### config.mk
export PLATFORM = sky130hd
export DESIGN_NAME = datamem_seq_flat
export DESIGN_NICKNAME = d
export VERILOG_FILES = /design/src/rtl/datamem_seq_pkg.sv /design/src/rtl/datamem_seq_if.sv /design/src/rtl/datamem_seq_load_ext.sv /design/src/rtl/datamem_seq.sv /design/src/flat_wrapper.sv
export SDC_FILE = /design/constraint.sdc
export NUM_CORES = 1
export LEC_CHECK = 0
export ABC_AREA = 1
export CAP_MARGIN = 10
export CORE_UTILIZATION = 38
export CTS_BUF_LIST = sky130_fd_sc_hd__clkbuf_4
export DETAILED_ROUTE_END_ITERATION = 16
export SKIP_LAST_GASP = 1
export SYNTH_ARGS = -nofsm -noshare
export SYNTH_HDL_FRONTEND = slang
export SYNTH_SLANG_ARGS = --single-unit
### constraint.sdc
create_clock -name clk -period 6.8 [get_ports clk]
set_input_delay 1.36 -clock clk [delete_from_list [all_inputs] [get_ports clk]]
set_output_delay 1.36 -clock clk [all_outputs]
set_load 0.02 [all_outputs]
### src/rtl/datamem_seq_pkg.sv
// Shared types and helpers for the byte-serial data memory sequencer.
// Access sizes, FSM states and the byte count per access size.
package datamem_seq_pkg;

  localparam logic [31:0] DEFAULT_ADDR_LIMIT = 32'h0001FFFF;

  typedef enum logic [1:0] {
    SZ_B   = 2'b00,
    SZ_H   = 2'b01,
    SZ_W   = 2'b10,
    SZ_ILL = 2'b11
  } size_t;

  typedef enum logic [1:0] {
    IDLE,
    ACCESS,
    DONE
  } state_t;

  // Illegal size reports one byte so the range check stays well defined.
  function automatic logic [2:0] nbytes(size_t s);
    case (s)
      SZ_H:    return 3'd2;
      SZ_W:    return 3'd4;
      default: return 3'd1;
    endcase
  endfunction

endpackage

### src/rtl/datamem_seq_if.sv
// CPU load/store bus plus byte-wide memory port of the sequencer.
// master = CPU/memory side, slave = sequencer.
interface datamem_seq_if #(
  parameter int ADDR_WIDTH = 32,
  parameter int DATA_WIDTH = 32
);
  logic                  req;
  logic                  we;
  logic [1:0]            size;
  logic                  uns;
  logic [ADDR_WIDTH-1:0] addr;
  logic [DATA_WIDTH-1:0] wdata;
  logic [DATA_WIDTH-1:0] rdata;
  logic                  stall;
  logic                  done;
  logic                  err;
  logic [ADDR_WIDTH-1:0] mem_a;
  logic [DATA_WIDTH-1:0] mem_wd;
  logic                  mem_we;
  logic [DATA_WIDTH-1:0] mem_rd;

  modport master (
    output req, we, size, uns, addr, wdata, mem_rd,
    input  rdata, stall, done, err, mem_a, mem_wd, mem_we
  );

  modport slave (
    input  req, we, size, uns, addr, wdata, mem_rd,
    output rdata, stall, done, err, mem_a, mem_wd, mem_we
  );
endinterface

### src/rtl/datamem_seq_load_ext.sv
// Sign/zero extension of a little-endian load buffer to the CPU data width.
module load_ext
  import datamem_seq_pkg::*;
#(
  parameter int DATA_WIDTH = 32
) (
  input  logic [DATA_WIDTH-1:0] raw,
  input  size_t                 size,
  input  logic                  uns,
  output logic [DATA_WIDTH-1:0] ext
);

  always_comb begin
    ext = '0;
    case (size)
      SZ_B:    ext = {{(DATA_WIDTH-8){~uns & raw[7]}}, raw[7:0]};
      SZ_H:    ext = {{(DATA_WIDTH-16){~uns & raw[15]}}, raw[15:0]};
      SZ_W:    ext = raw;
      default: ext = '0;
    endcase
  end

endmodule

### src/rtl/datamem_seq.sv
// Splits half/word loads and stores into little-endian byte accesses on a
// byte-wide memory, stalling the CPU until the transfer completes.
module datamem_seq
  import datamem_seq_pkg::*;
#(
  parameter int                    ADDR_WIDTH = 32,
  parameter int                    DATA_WIDTH = 32,
  parameter logic [ADDR_WIDTH-1:0] ADDR_LIMIT = ADDR_WIDTH'(DEFAULT_ADDR_LIMIT)
) (
  input logic          clk,
  input logic          rst_n,
  datamem_seq_if.slave bus
);

  localparam int NLANES = DATA_WIDTH / 8;

  state_t                state_reg, state_next;
  logic [1:0]            cnt_reg, cnt_next;
  logic                  we_reg, uns_reg, err_reg;
  size_t                 size_reg;
  logic [ADDR_WIDTH-1:0] addr_reg;
  logic [DATA_WIDTH-1:0] wdata_reg;
  logic [7:0]            lane_reg [NLANES];
  logic [DATA_WIDTH-1:0] buf_data, ext_data;

  size_t                 req_size;
  logic [ADDR_WIDTH:0]   end_addr;
  logic                  req_bad, accept, in_access, in_done;
  logic                  mem_rd_unused;

  assign req_size = size_t'(bus.size);
  // Carry out of the 33-bit sum catches wrap-around past the top of memory.
  assign end_addr = {1'b0, bus.addr} + {{(ADDR_WIDTH-2){1'b0}}, nbytes(req_size)}
                    - (ADDR_WIDTH+1)'(1);
  assign req_bad  = (req_size == SZ_ILL) || end_addr[ADDR_WIDTH]
                    || (end_addr[ADDR_WIDTH-1:0] > ADDR_LIMIT);
  assign accept   = (state_reg == IDLE) && bus.req;
  assign in_access = (state_reg == ACCESS);
  assign in_done   = (state_reg == DONE);
  assign mem_rd_unused = ^bus.mem_rd[DATA_WIDTH-1:8];

  always_ff @(posedge clk or negedge rst_n) begin
    if (!rst_n) begin
      state_reg <= IDLE;
      cnt_reg   <= '0;
    end else begin
      state_reg <= state_next;
      cnt_reg   <= cnt_next;
    end
  end

  always_comb begin
    state_next = state_reg;
    cnt_next   = cnt_reg;
    case (state_reg)
      IDLE: begin
        if (bus.req) begin
          cnt_next   = '0;
          state_next = req_bad ? DONE : ACCESS;
        end
      end
      ACCESS: begin
        cnt_next = cnt_reg + 2'd1;
        if ({1'b0, cnt_reg} == nbytes(size_reg) - 3'd1) state_next = DONE;
      end
      DONE: begin
        cnt_next   = '0;
        state_next = IDLE;
      end
      default: begin
        cnt_next   = '0;
        state_next = IDLE;
      end
    endcase
  end

  always_ff @(posedge clk or negedge rst_n) begin
    if (!rst_n) begin
      we_reg    <= 1'b0;
      uns_reg   <= 1'b0;
      err_reg   <= 1'b0;
      size_reg  <= SZ_B;
      addr_reg  <= '0;
      wdata_reg <= '0;
    end else if (accept) begin
      we_reg    <= bus.we;
      uns_reg   <= bus.uns;
      err_reg   <= req_bad;
      size_reg  <= req_size;
      addr_reg  <= bus.addr;
      wdata_reg <= bus.wdata;
    end
  end

  // Each byte lane of the load buffer fills on the ACCESS cycle of its offset.
  for (genvar gi = 0; gi < NLANES; gi++) begin : g_lane
    always_ff @(posedge clk or negedge rst_n) begin
      if (!rst_n) begin
        lane_reg[gi] <= '0;
      end else if (in_access && !we_reg && (cnt_reg == 2'(gi))) begin
        lane_reg[gi] <= bus.mem_rd[7:0];
      end
    end
    assign buf_data[gi*8 +: 8] = lane_reg[gi];
  end

  load_ext #(.DATA_WIDTH(DATA_WIDTH)) u_load_ext (
    .raw  (buf_data),
    .size (size_reg),
    .uns  (uns_reg),
    .ext  (ext_data)
  );

  // Memory strobes decode straight from state so reset drops them at once.
  always_comb begin
    bus.mem_a  = in_access ? addr_reg + {{(ADDR_WIDTH-2){1'b0}}, cnt_reg} : '0;
    bus.mem_wd = (in_access && we_reg)
                 ? {{(DATA_WIDTH-8){1'b0}}, wdata_reg[{cnt_reg, 3'b000} +: 8]} : '0;
    bus.mem_we = in_access && we_reg;
    bus.done   = in_done;
    bus.err    = in_done && err_reg;
    bus.rdata  = (in_done && !we_reg && !err_reg) ? ext_data : '0;
    bus.stall  = bus.req && !in_done;
  end

endmodule

### src/flat_wrapper.sv
// flat-port wrapper written by rule: the top's interface ports become plain ports
module datamem_seq_flat import datamem_seq_pkg::*;
#(
  parameter int                    ADDR_WIDTH = 32,
  parameter int                    DATA_WIDTH = 32,
  parameter logic [ADDR_WIDTH-1:0] ADDR_LIMIT = ADDR_WIDTH'(DEFAULT_ADDR_LIMIT)
)
  (clk, rst_n, bus_req, bus_we, bus_size, bus_uns, bus_addr, bus_wdata, bus_mem_rd, bus_rdata, bus_stall, bus_done, bus_err, bus_mem_a, bus_mem_wd, bus_mem_we);
  datamem_seq_if #(.ADDR_WIDTH(ADDR_WIDTH), .DATA_WIDTH(DATA_WIDTH)) bus_i ();
  input logic clk;
  input logic rst_n;
  input wire logic [$bits(bus_i.req)-1:0] bus_req;
  input wire logic [$bits(bus_i.we)-1:0] bus_we;
  input wire logic [$bits(bus_i.size)-1:0] bus_size;
  input wire logic [$bits(bus_i.uns)-1:0] bus_uns;
  input wire logic [$bits(bus_i.addr)-1:0] bus_addr;
  input wire logic [$bits(bus_i.wdata)-1:0] bus_wdata;
  input wire logic [$bits(bus_i.mem_rd)-1:0] bus_mem_rd;
  output wire logic [$bits(bus_i.rdata)-1:0] bus_rdata;
  output wire logic [$bits(bus_i.stall)-1:0] bus_stall;
  output wire logic [$bits(bus_i.done)-1:0] bus_done;
  output wire logic [$bits(bus_i.err)-1:0] bus_err;
  output wire logic [$bits(bus_i.mem_a)-1:0] bus_mem_a;
  output wire logic [$bits(bus_i.mem_wd)-1:0] bus_mem_wd;
  output wire logic [$bits(bus_i.mem_we)-1:0] bus_mem_we;
  assign bus_i.req = bus_req;
  assign bus_i.we = bus_we;
  assign bus_i.size = bus_size;
  assign bus_i.uns = bus_uns;
  assign bus_i.addr = bus_addr;
  assign bus_i.wdata = bus_wdata;
  assign bus_i.mem_rd = bus_mem_rd;
  assign bus_rdata = bus_i.rdata;
  assign bus_stall = bus_i.stall;
  assign bus_done = bus_i.done;
  assign bus_err = bus_i.err;
  assign bus_mem_a = bus_i.mem_a;
  assign bus_mem_wd = bus_i.mem_wd;
  assign bus_mem_we = bus_i.mem_we;
  datamem_seq #(.ADDR_WIDTH(ADDR_WIDTH), .DATA_WIDTH(DATA_WIDTH), .ADDR_LIMIT(ADDR_LIMIT)) u_core (.clk(clk), .rst_n(rst_n), .bus(bus_i));
endmodule
==> out/results.txt, run 1 <==
The run finished with clean final reports. The register clock-pin slew on the reported worst setup and hold paths is 160 ps. The count of nets left with antenna violations once routing finished came out at 0.

The tools report the final design area excluding fillers as 0.0103 mm^2. Summed over all layers, the global routing overflow is 0. For this run, the leading register cell type out of synthesis is dfrtp_1. For the number of detailed-route iterations in the first pass, the log shows 5. The worst setup path is launched from a register.

The worst clock skew was 24.1 ps; the final-layout worst hold slack was 501 ps. The TritonCTS buffer count is 9. Summed over all cells, the static leakage comes to 5.53 nW. After floorplanning, the core was divided into 54 placement rows.

The final route contains 8,488 vias. The upper clock frequency limit came out at 185 MHz. The worst relative slew slack was 0.395; the number of sinks handled by clock tree synthesis was 105. The number of design-rule violations left by the first detailed-router iteration is 474.

Ranked by total cell area, the synthesized netlist is headed by dfrtp_1 (31%), nand2_1 (22%), inv_1 (10%). The tools report the number of placed I/O pins as 203. TritonCTS built the clock tree. The H-tree generated during clock tree synthesis spans 3 levels.

In this run the worst path has a maximum fanout of 20. Die width: 151 um. The tool flagged a number of max-cap violations equal to 0.

The number of flops mapped to enable cells by yosys came out at 0. The worst setup path is captured at an output pin. The path class of the lowest-slack min-delay path was reg2reg. Total standard cell area after synthesis: 0.00848 mm^2.

Critical path class: reg2out. The tools report the layout net count as 1,661. The number of placed instances, taps included, is 1,777. The tools report the number of pins exceeding their max-slew limit in the final report as 0. For the final standard cell count with taps included and fillers excluded, the log shows 1,794.

The post-synthesis async set-or-reset flop share is 1.00. The number of setup buffers added after CTS is 0. The vertical extent of the die works out to 151 um. Count of synthesis-stage warnings from yosys: 0. Yosys mapped the design onto 39 distinct sky130hd cell types. After floorplanning, the core was sized to cover 0.0219 mm^2. For the total global-route track usage, the log shows 0.225. At the end of routability-driven placement, the weighted congestion stood at 0.927. Power spread over the standard cell area amounts to 246 mW/mm^2. Averaged over all synthesized cells, the footprint is 6.17 um^2. Worst supply voltage drop on vdd: 0.105 mV. The share of the synthesized area in the top cell type works out to 0.310. After clock tree synthesis, the repair step resized 0 gates.

The largest area contributor in the synthesized netlist was dfrtp_1. Entering global routing, the biggest net connects 102 pins. The standard cell area after detailed placement was 0.0102 mm^2; the detailed-route DRC error count was 0. Total power for the finished layout comes to 2.54 mW. The number of antenna violations at the first check in global routing was 1; the proportion of layout cells with a drive suffix above 1 was 0.0344.

After layout, the minimum clock period comes to 5420 ps. After detailed routing, the total wire length is 24,800 um. The final count of hold timing violations was 0; the insertion delay to the later sink of the worst-skew pair was 500 ps. The tools report the wire length of the first global-routing pass as 40,000 um.

The tools report the library cell used as clock root buffer as clkbuf_4. The transition time of the tightest slew-check pin was 907 ps; the arrival time at the worst endpoint was 4060 ps. Detailed placement finished with a half-perimeter wire length of 20,100 um. The setup violation total in the final timing report was 0; the average wire per standard cell was 13.8 um. The full die area is 0.0229 mm^2. Input and output buffers added on the ports amount to 154. Setup repair after global routing left no endpoint under its margin. The number of vias per cell came out at 4.73. The area overhead of the layout relative to synthesis was 21.7%; the share of synthesized area occupied by flip-flops and latches was 0.310.

Post-route fraction of the period consumed by the critical path: 0.797. STA puts the critical path data required time at 5440 ps. After synthesis the netlist holds a flip-flop and latch count of 105. After routing, the total negative slack on setup checks comes to 0 ps. The tools report the number of global-route vias before repair as 7,966.

The register-to-register setup slack was 4290 ps. Ranked by instance count, the synthesized netlist is headed by nand2_1 (508), inv_1 (227), nor2_1 (131). The run gives 0.388 as the initial cell density of the core. Number of instances in the synthesized netlist: 1,374.

No sink is reached through more buffers than the 2 on the longest clock path. Library cell with the highest instance count after synthesis: nand2_1. The hold buffer count at cts came out at 0.
## layout by cell type (no fill, tap or decap), drive strengths merged, types with 3 or more instances in the layout
master         synthesis  layout
nand2                512     512
inv                  229     233
clkdlybuf4s50          0     153
nor2                 143     143
dfrtp                105     105
o21ai                 99      99
ha                    48      48
a21oi                 48      48
nand3                 45      45
nor3                  30      30
conb                   1      24
nand4                 15      15
clkbuf                33       9
nor3b                  8       8
buf                   26       6
nand3b                 5       5
and2                   5       5
a31oi                  4       4
xor2                   3       3
o21bai                 3       3
nor4                   3       3
or2                    3       3
clkinv                 0       3
## routing by layer
layer | track usage | up-vias | share of wire | routed length, um
met3 | 0.0160 | 30 | 0.039 | 978
li1 | - | 4440 | - | -
met4 | 0.0715 | 0 | 0.021 | 524
met5 | 0 | - | 0 | 0
met1 | 0.310 | 3823 | 0.47 | 11700
met2 | 0.373 | 195 | 0.47 | 11600
## per-stage QoR
step,util,worst slack [ps]
global placement,0.465,1980
global route,0.472,1160
CTS,0.472,1350
floorplan,-,3210
finish,0.472,1380
detailed placement,0.465,1920
## area by class of cell
type                       count  area (um^2)
antenna                        1         2.50
clock buffer                   9         67.6
clock inverter                 7         70.1
fill                        2376        11600
inverter                     229          860
multi-input combinational   1004         4770
sequential                   105         2630
tap                          280          350
timing repair buffer         159         1580
## path summary, 6_finish.rpt
check	startpoint	to	cells past startpoint
worst max-delay path	u_core.cnt_reg[0]$_DFFE_PN0P_	bus_mem_a[26]	15
worst max register to register	u_core.cnt_reg[0]$_DFFE_PN0P_	u_core.buf_data[18]$_DFFE_PN0P_	4
min in group asynchronous	rst_n	u_core.addr_reg[0]$_DFFE_PN0P_	1
max in group asynchronous	rst_n	u_core.addr_reg[19]$_DFFE_PN0P_	2
worst min register to register	u_core.buf_data[4]$_DFFE_PN0P_	u_core.buf_data[4]$_DFFE_PN0P_	2
worst min-delay path	u_core.buf_data[4]$_DFFE_PN0P_	u_core.buf_data[4]$_DFFE_PN0P_	2
## power breakdown
part / internal [mW] / switching, mW / leakage [nW]
clock network: 0.0862 / 0.230 / 0.0775
registers: 0.829 / 0.214 / 1.18
logic: 0.442 / 0.743 / 4.27
total: 1.36 / 1.19 / 5.53
## kinds of logic after synthesis
logic type	Yosys count	synth area share
compound gates	156	0.0945
xor+xnor	5	0.00516
fa+ha+maj	50	0.0755
buf+inv	288	0.138
flops	105	0.310
other cells	1	0.000442
simple gates	769	0.376
## worst max-delay path, stage by stage (launching register included)
cell	delay (ps)
dfrtp_1	930
ha_1	330
fa_1	240
nand4_2	170
nor2_2	160
nand4_2	130
nor2_2	130
nand2_2	80
nor2_4	120
nand3_2	130
nor2_4	180
nand2_2	60
nor2_2	90
a21oi_1	80
nor2_2	80
clkdlybuf4s50_1	670
Power figures use the tool's default switching activity.
==> run 2: changes to the inputs <==
- PLACE_DENSITY: default -> 0.66
- clock period: 6.8 -> 4.77 ns (I/O delays scaled with it)
==> run 2 against run 1 <==
Compared with the run above:
- combinational power is 44% higher
- sequential power is 42% higher
- power is 43% higher
- critical endpoint is now bus_mem_a[24]
- die area stayed put
==> out/results.txt, run 2 (synthesis gave the netlist of run 1 again) <==
The flow ran to the end, and the final reports show no timing, DRC or antenna violations. The post-route antenna net violation count is 0 (unchanged), and the summed negative setup slack over all endpoints is 0 ps (unchanged). The tools report the largest buffer count on any clock path as 2 (unchanged).

Initial cell density of the core: 0.388 (unchanged). Most frequent cells in the layout: nand2_1 (507), inv_1 (227), clkdlybuf4s50_1 (153) (unchanged). The final design area excluding fillers was 0.0104 mm^2 (was 0.0103 mm^2); the detailed-route DRC error count was 0 (unchanged). The reported max-cap violation count is 0 (unchanged), and the worst relative slew slack is 0.311 (was 0.395).

The area of the placeable core came out at 0.0219 mm^2 (unchanged). The layout net count is 1,663 (was 1,661). The number of detailed-route iterations in the first pass is 6 (was 5), and the number of placed I/O pins is 203 (unchanged). For the number of sinks handled by clock tree synthesis, the log shows 105 (unchanged). For the final count of hold timing violations, the log shows 0 (unchanged).

The run gives 0.0102 mm^2 (about the same) as the standard cell area after detailed placement. The maximum number of pins on one net before global-route repair is 102 (unchanged), and the number of setup buffers added after CTS is 0 (unchanged). The register clock-pin slew on the reported worst setup and hold paths was 190 ps (was 160 ps); the post-route fraction of the period consumed by the critical path was 0.921. The library cell used as clock root buffer is clkbuf_4 (unchanged). The end of the worst register-to-register path was u_core.buf_data[18]$_DFFE_PN0P_ (unchanged).

The tools report the startpoint of the worst hold path as u_core.wdata_reg[13]$_DFFE_PN0P_ (was u_core.buf_data[4]$_DFFE_PN0P_). The number of placement rows is 54 (unchanged). The register-to-register setup slack is 2690 ps (was 4290 ps). The total global-route track usage is 0.219 (was 0.225).

The critical path class was reg2out (unchanged). The number of cells traversed by the worst register-to-register path works out to 5 (was 4). For the total congestion overflow, the log shows 0 (unchanged). The run gives 24,400 um (was 24,800 um) as the final routed wirelength across all metal layers. The tools report the via total after detailed routing as 8,449 (was 8,488). The vertical extent of the die was 151 um (unchanged). Setup repair after global routing left no endpoint under its margin.

The number of global-route vias before repair was 7,878 (was 7,966); the upper clock frequency limit was 228 MHz. The kind of launch point of the worst setup path is a register (unchanged). For the insertion delay to the later sink of the worst-skew pair, the log shows 480 ps (was 500 ps).

The commonest non-fill, non-tap cell in the layout was nand2_1 (unchanged). The worst supply voltage drop on vdd is 0.173 mV (was 0.105 mV). The deepest level of the CTS H-tree was 3 (unchanged); the average wire per standard cell was 13.6 um (was 13.8 um). Detailed placer's ending HPWL: 19,700 um (was 20,100 um). The tools report the nature of the critical path endpoint as an output pin (unchanged). The number of design-rule violations left by the first detailed-router iteration came out at 455 (was 474).

The setup violation total in the final timing report is 0 (unchanged), and the proportion of layout cells with a drive suffix above 1 is 0.0363 (was 0.0344). The die width works out to 151 um (unchanged). TritonCTS built the clock tree. The tools report the source of the worst register-to-register timing path as u_core.cnt_reg[0]$_DFFE_PN0P_ (unchanged). The peak fanout along the critical path was 13 (was 20). The power per cell area was 351 mW/mm^2 (was 246 mW/mm^2); the number of antenna violations at the first check in global routing was 1 (unchanged). The worst setup path startpoint was u_core.cnt_reg[1]$_DFFE_PN0P_ (was u_core.cnt_reg[0]$_DFFE_PN0P_). The tools report the data required time at the worst endpoint as 3820 ps (was 5440 ps). The full die area was 0.0229 mm^2 (unchanged); the total of buffers placed on input and output ports was 154 (unchanged). The tools report the leakage power summed over all cells as 5.54 nW (was 5.53 nW). The arrival time at the worst endpoint was 3440 ps (was 4060 ps); the number of pins exceeding their max-slew limit in the final report was 0 (unchanged). The post-layout minimum cycle time came out at 4390 ps. The tools report the worst clock skew as 25.8 ps (was 24.1 ps). The run gives 39,100 um (was 40,000 um) as the wire length of the first global-routing pass. Final total power: 3.64 mW (was 2.54 mW). Path class of the lowest-slack min-delay path: reg2reg (unchanged). The tools report the critical path capture point as bus_mem_a[24] (was bus_mem_a[26]). The number of vias per cell was 4.70 (was 4.73).

TritonCTS buffer count: 9 (unchanged). The area overhead of the layout relative to synthesis is 22.1% (was 21.7%). The transition time of the tightest slew-check pin came out at 1030 ps (was 907 ps). The routability congestion estimate was 0.955 (was 0.927).
run 2: cell types whose count changed in the layout (fill, tap and decap cells not counted), sizes merged:
cell,change
clkinv,-3
clkbuf,+1
buf,+2
clkinvlp,+1
inv,+1
run 2: worst min-delay path by stage:
stage,to,cells after the start
floorplan,u_core.wdata_reg[10]$_DFFE_PN0P_,2
global placement,u_core.wdata_reg[29]$_DFFE_PN0P_,2
detailed placement,u_core.wdata_reg[15]$_DFFE_PN0P_,2
CTS,u_core.wdata_reg[15]$_DFFE_PN0P_,2
global route,u_core.wdata_reg[27]$_DFFE_PN0P_,2
finish,u_core.wdata_reg[13]$_DFFE_PN0P_,2
run 2: layout make-up:
cell class	count	area [um^2]
antenna	1	2.50
clock buffer	10	75.1
clock inverter	6	56.3
fill	2344	11500
inverter	229	860
multi-input combinational	1004	4770
sequential	105	2630
tap	280	350
timing repair buffer	161	1610
run 2: per-layer routing:
metal,vias up,routed length (um),global-route usage
met5,-,0,0
met1,3770,11500,0.299
li1,4439,-,-
met4,0,532,0.0660
met2,209,11200,0.364
met3,31,1080,0.0211
run 2: worst max-delay path, cell delays in order (launching register included):
cell             delay [ps]
dfrtp_2                 580
fa_1                    300
nand4_2                 160
nor2_2                  160
nand4_2                 130
nor2_2                  120
nand2_2                  80
nor2_4                  110
nand3_2                 130
nor2_4                  180
a21oi_1                  90
nor3_1                  210
clkdlybuf4s50_1         720
run 2: timing repair:
item | 4_1_cts | 5_1_grt
endpoints found under the setup margin | 0 | 1
resized for setup | 0 | 1
hold buffers | 0 | 0
endpoints found under the hold margin | 0 | 0
run 2: through the flow:
stage	hold slack [ps]	setup slack [ps]	instances	utilization
after CTS	504	179	1794	0.472
after detailed placement	460	519	1778	0.466
after global routing	527	185	1796	0.473
after floorplan	444	1580	1397	-
final	505	378	1796	0.473
after global placement	457	575	1778	0.466
run 2: power breakdown:
part | leakage [nW] | switching (mW) | internal (mW)
Sequential | 1.18 | 0.299 | 1.18
Clock | 0.0719 | 0.319 | 0.126
Combinational | 4.29 | 1.07 | 0.645
==> run 3: changes to the inputs <==
- GPL_TIMING_DRIVEN: default -> 0
==> run 3 against run 2 <==
Compared with the run above:
- fmax shrank 1.4%
- global-route usage up 0.85 points
- die area unchanged
- largest cell class unchanged
- combinational power barely moved
- non-clock buffer count increased by 53
- count of clock-buffer cells in the layout decreased by 1
- cell count rose by 3.0%
- design area rose by 2.5%
==> out/results.txt, run 3 (synthesis gave the netlist of run 1 again) <==
The detailed placer's ending HPWL was 20,900 um (was 19,700 um); the data required time at the worst endpoint was 3820 ps (about the same). The tools report the number of setup buffers added after CTS as 0 (unchanged). The die width is 151 um (unchanged). The via total after detailed routing is 8,789 (was 8,449), and the number of placement rows is 54 (unchanged).

For the deepest level of the CTS H-tree, the log shows 3 (unchanged). The wire length of the first global-routing pass is 40,500 um (was 39,100 um), and the register clock-pin slew on the reported worst setup and hold paths is 170 ps (was 190 ps). The routability congestion estimate is 0.962 (was 0.955). The run gives 411 ps (was 519 ps) as the minimum setup slack after placement. The tools report the worst clock skew as 18.7 ps (was 25.8 ps). The peak fanout along the critical path was 5 (was 13).

Kind of launch point of the worst setup path: a register (unchanged). The run finished with clean final reports. The logs give 0 (unchanged) for the total congestion overflow and 9 (unchanged) for the TritonCTS buffer count. The run gives 0 (unchanged) as the reported max-cap violation count. The number of placed I/O pins is 203 (unchanged). The worst setup path startpoint is u_core.cnt_reg[0]$_DFFE_PN0P_ (was u_core.cnt_reg[1]$_DFFE_PN0P_). Critical path class: reg2out (unchanged). The insertion delay to the later sink of the worst-skew pair was 490 ps (was 480 ps). The total of buffers placed on input and output ports came out at 154 (unchanged). The tools report the nature of the critical path endpoint as an output pin (unchanged). Setup repair after global routing left no endpoint under its margin. Number of pins exceeding their max-slew limit in the final report: 0 (unchanged). Commonest non-fill, non-tap cell in the layout: nand2_1 (unchanged). The number of vias per cell is 4.75 (was 4.70), and the number of antenna violations at the first check in global routing is 1 (unchanged). The final routed wirelength across all metal layers is 25,100 um (was 24,400 um), and the full die area is 0.0229 mm^2 (unchanged).

The tools report the number of detailed-route iterations in the first pass as 5 (was 6). The total area of sequential cells was 0.00263 mm^2 (about the same); the area overhead of the layout relative to synthesis was 25.2% (was 22.1%). Source of the worst register-to-register timing path: u_core.cnt_reg[0]$_DFFE_PN0P_ (unchanged). The layout net count is 1,716 (was 1,663). TritonCTS built the clock tree. Upper clock frequency limit: 225 MHz (was 228 MHz).

Worst relative slew slack: 0.550 (was 0.311). The average wire per standard cell is 13.6 um (about the same). Post-route antenna net violation count: 0 (unchanged). Path class of the lowest-slack min-delay path: in2async (was reg2reg).

For the number of global-route vias before repair, the log shows 8,123 (was 7,878). The leakage power summed over all cells is 5.71 nW (was 5.54 nW), and the largest buffer count on any clock path is 2 (unchanged). Number of design-rule violations left by the first detailed-router iteration: 560 (was 455). The transition time of the tightest slew-check pin is 675 ps (was 1030 ps), and the power per cell area is 343 mW/mm^2 (was 351 mW/mm^2). The run gives 0.152 mV (was 0.173 mV) as the worst supply voltage drop on vdd.

The maximum number of pins on one net before global-route repair is 57 (was 102). The tools report the arrival time at the worst endpoint as 3500 ps (was 3440 ps). The combined area of the multi-input logic cells was 0.00477 mm^2 (about the same); the area of the placeable core was 0.0219 mm^2 (unchanged). The final count of hold timing violations is 0 (unchanged).

The setup violation total in the final timing report came out at 0 (unchanged). The tools report the total global-route track usage as 0.228 (was 0.219). The tools report the library cell used as clock root buffer as clkbuf_4 (unchanged). For the summed negative setup slack over all endpoints, the log shows 0 ps (unchanged). The number of sinks handled by clock tree synthesis was 105 (unchanged). The vertical extent of the die works out to 151 um (unchanged). The hold buffer count at cts came out at 0 (unchanged).

The proportion of layout cells with a drive suffix above 1 works out to 0.0459 (was 0.0363). The post-route fraction of the period consumed by the critical path works out to 0.934 (was 0.921). The post-layout minimum cycle time came out at 4450 ps (was 4390 ps).

Worst setup slack after layout: 316 ps (was 378 ps). The detailed-route DRC error count was 0 (unchanged); the total of fill cells in the finished design was 2,293 (was 2,344). Most frequent cells in the layout: nand2_1 (508), inv_1 (227), clkdlybuf4s50_1 (152) (was nand2_1 (507), inv_1 (227), clkdlybuf4s50_1 (153)).

The tools report the initial cell density of the core as 0.388 (unchanged).
run 3: through the flow:
step / cells / instance area [um^2] / hold WS [ps] / utilization / total power [mW]
after floorplan: 1397 / 8570 / 444 / - / 2.60
after global placement: 1831 / 10500 / 457 / 0.478 / 3.18
after detailed placement: 1832 / 10500 / 461 / 0.479 / 3.21
after CTS: 1848 / 10600 / 479 / 0.485 / 3.65
after global routing: 1849 / 10600 / 504 / 0.485 / 4.01
final: 1849 / 10600 / 482 / 0.485 / 3.65
run 3: worst paths after layout:
| check | slack (ps) | to | cells past startpoint |
|---|---|---|---|
| max in group asynchronous | 3600 | u_core.wdata_reg[16]$_DFFE_PN0P_ | 2 |
| min in group clk | 500 | u_core.wdata_reg[10]$_DFFE_PN0P_ | 2 |
| hold reg to reg | 500 | u_core.wdata_reg[10]$_DFFE_PN0P_ | 2 |
| hold / removal | 480 | u_core.addr_reg[4]$_DFFE_PN0P_ | 1 |
| setup / recovery | 320 | bus_mem_a[24] | 13 |
| setup reg to reg | 2130 | u_core.buf_data[23]$_DFFE_PN0P_ | 9 |
run 3: what timing repair did:
item,CTS,global route
hold endpoints to repair,0,0
resized for setup,0,1
setup endpoints to repair,0,1
run 3: layout make-up:
class	count	share of cell area
buffer	59	0.0295
sequential	105	0.247
antenna	1	0.000236
multi-input combinational	1004	0.449
timing repair buffer	155	0.148
clock buffer	9	0.00636
tap	280	0.0330
inverter	229	0.0809
clock inverter	7	0.00566
run 3: routing by layer:
metal  track usage  vias up  routed length, um
met3        0.0223       37               1180
met5             0        -                  0
met4        0.0770        0                679
met1         0.305     3950              11500
li1              -     4570                  -
met2         0.382      232              11700
run 3: critical path, cell delays in order (launching register included):
cell and delay, ps:
dfrtp_1 480, ha_1 230, fa_1 240, nand4_2 170, nor2_2 170, nand4_2 130, nor2_2 120, nand2_2 80
nor2_4 110, nand3_2 130, nor2_4 180, a21oi_1 90, nor3_1 180, clkdlybuf4s50_1 710
run 3: report_power, final:
part | switching [mW] | internal (mW) | total [mW]
logic | 1.09 | 0.654 | 1.74
registers | 0.287 | 1.18 | 1.47
clock network | 0.320 | 0.118 | 0.438
total | 1.69 | 1.95 | 3.65
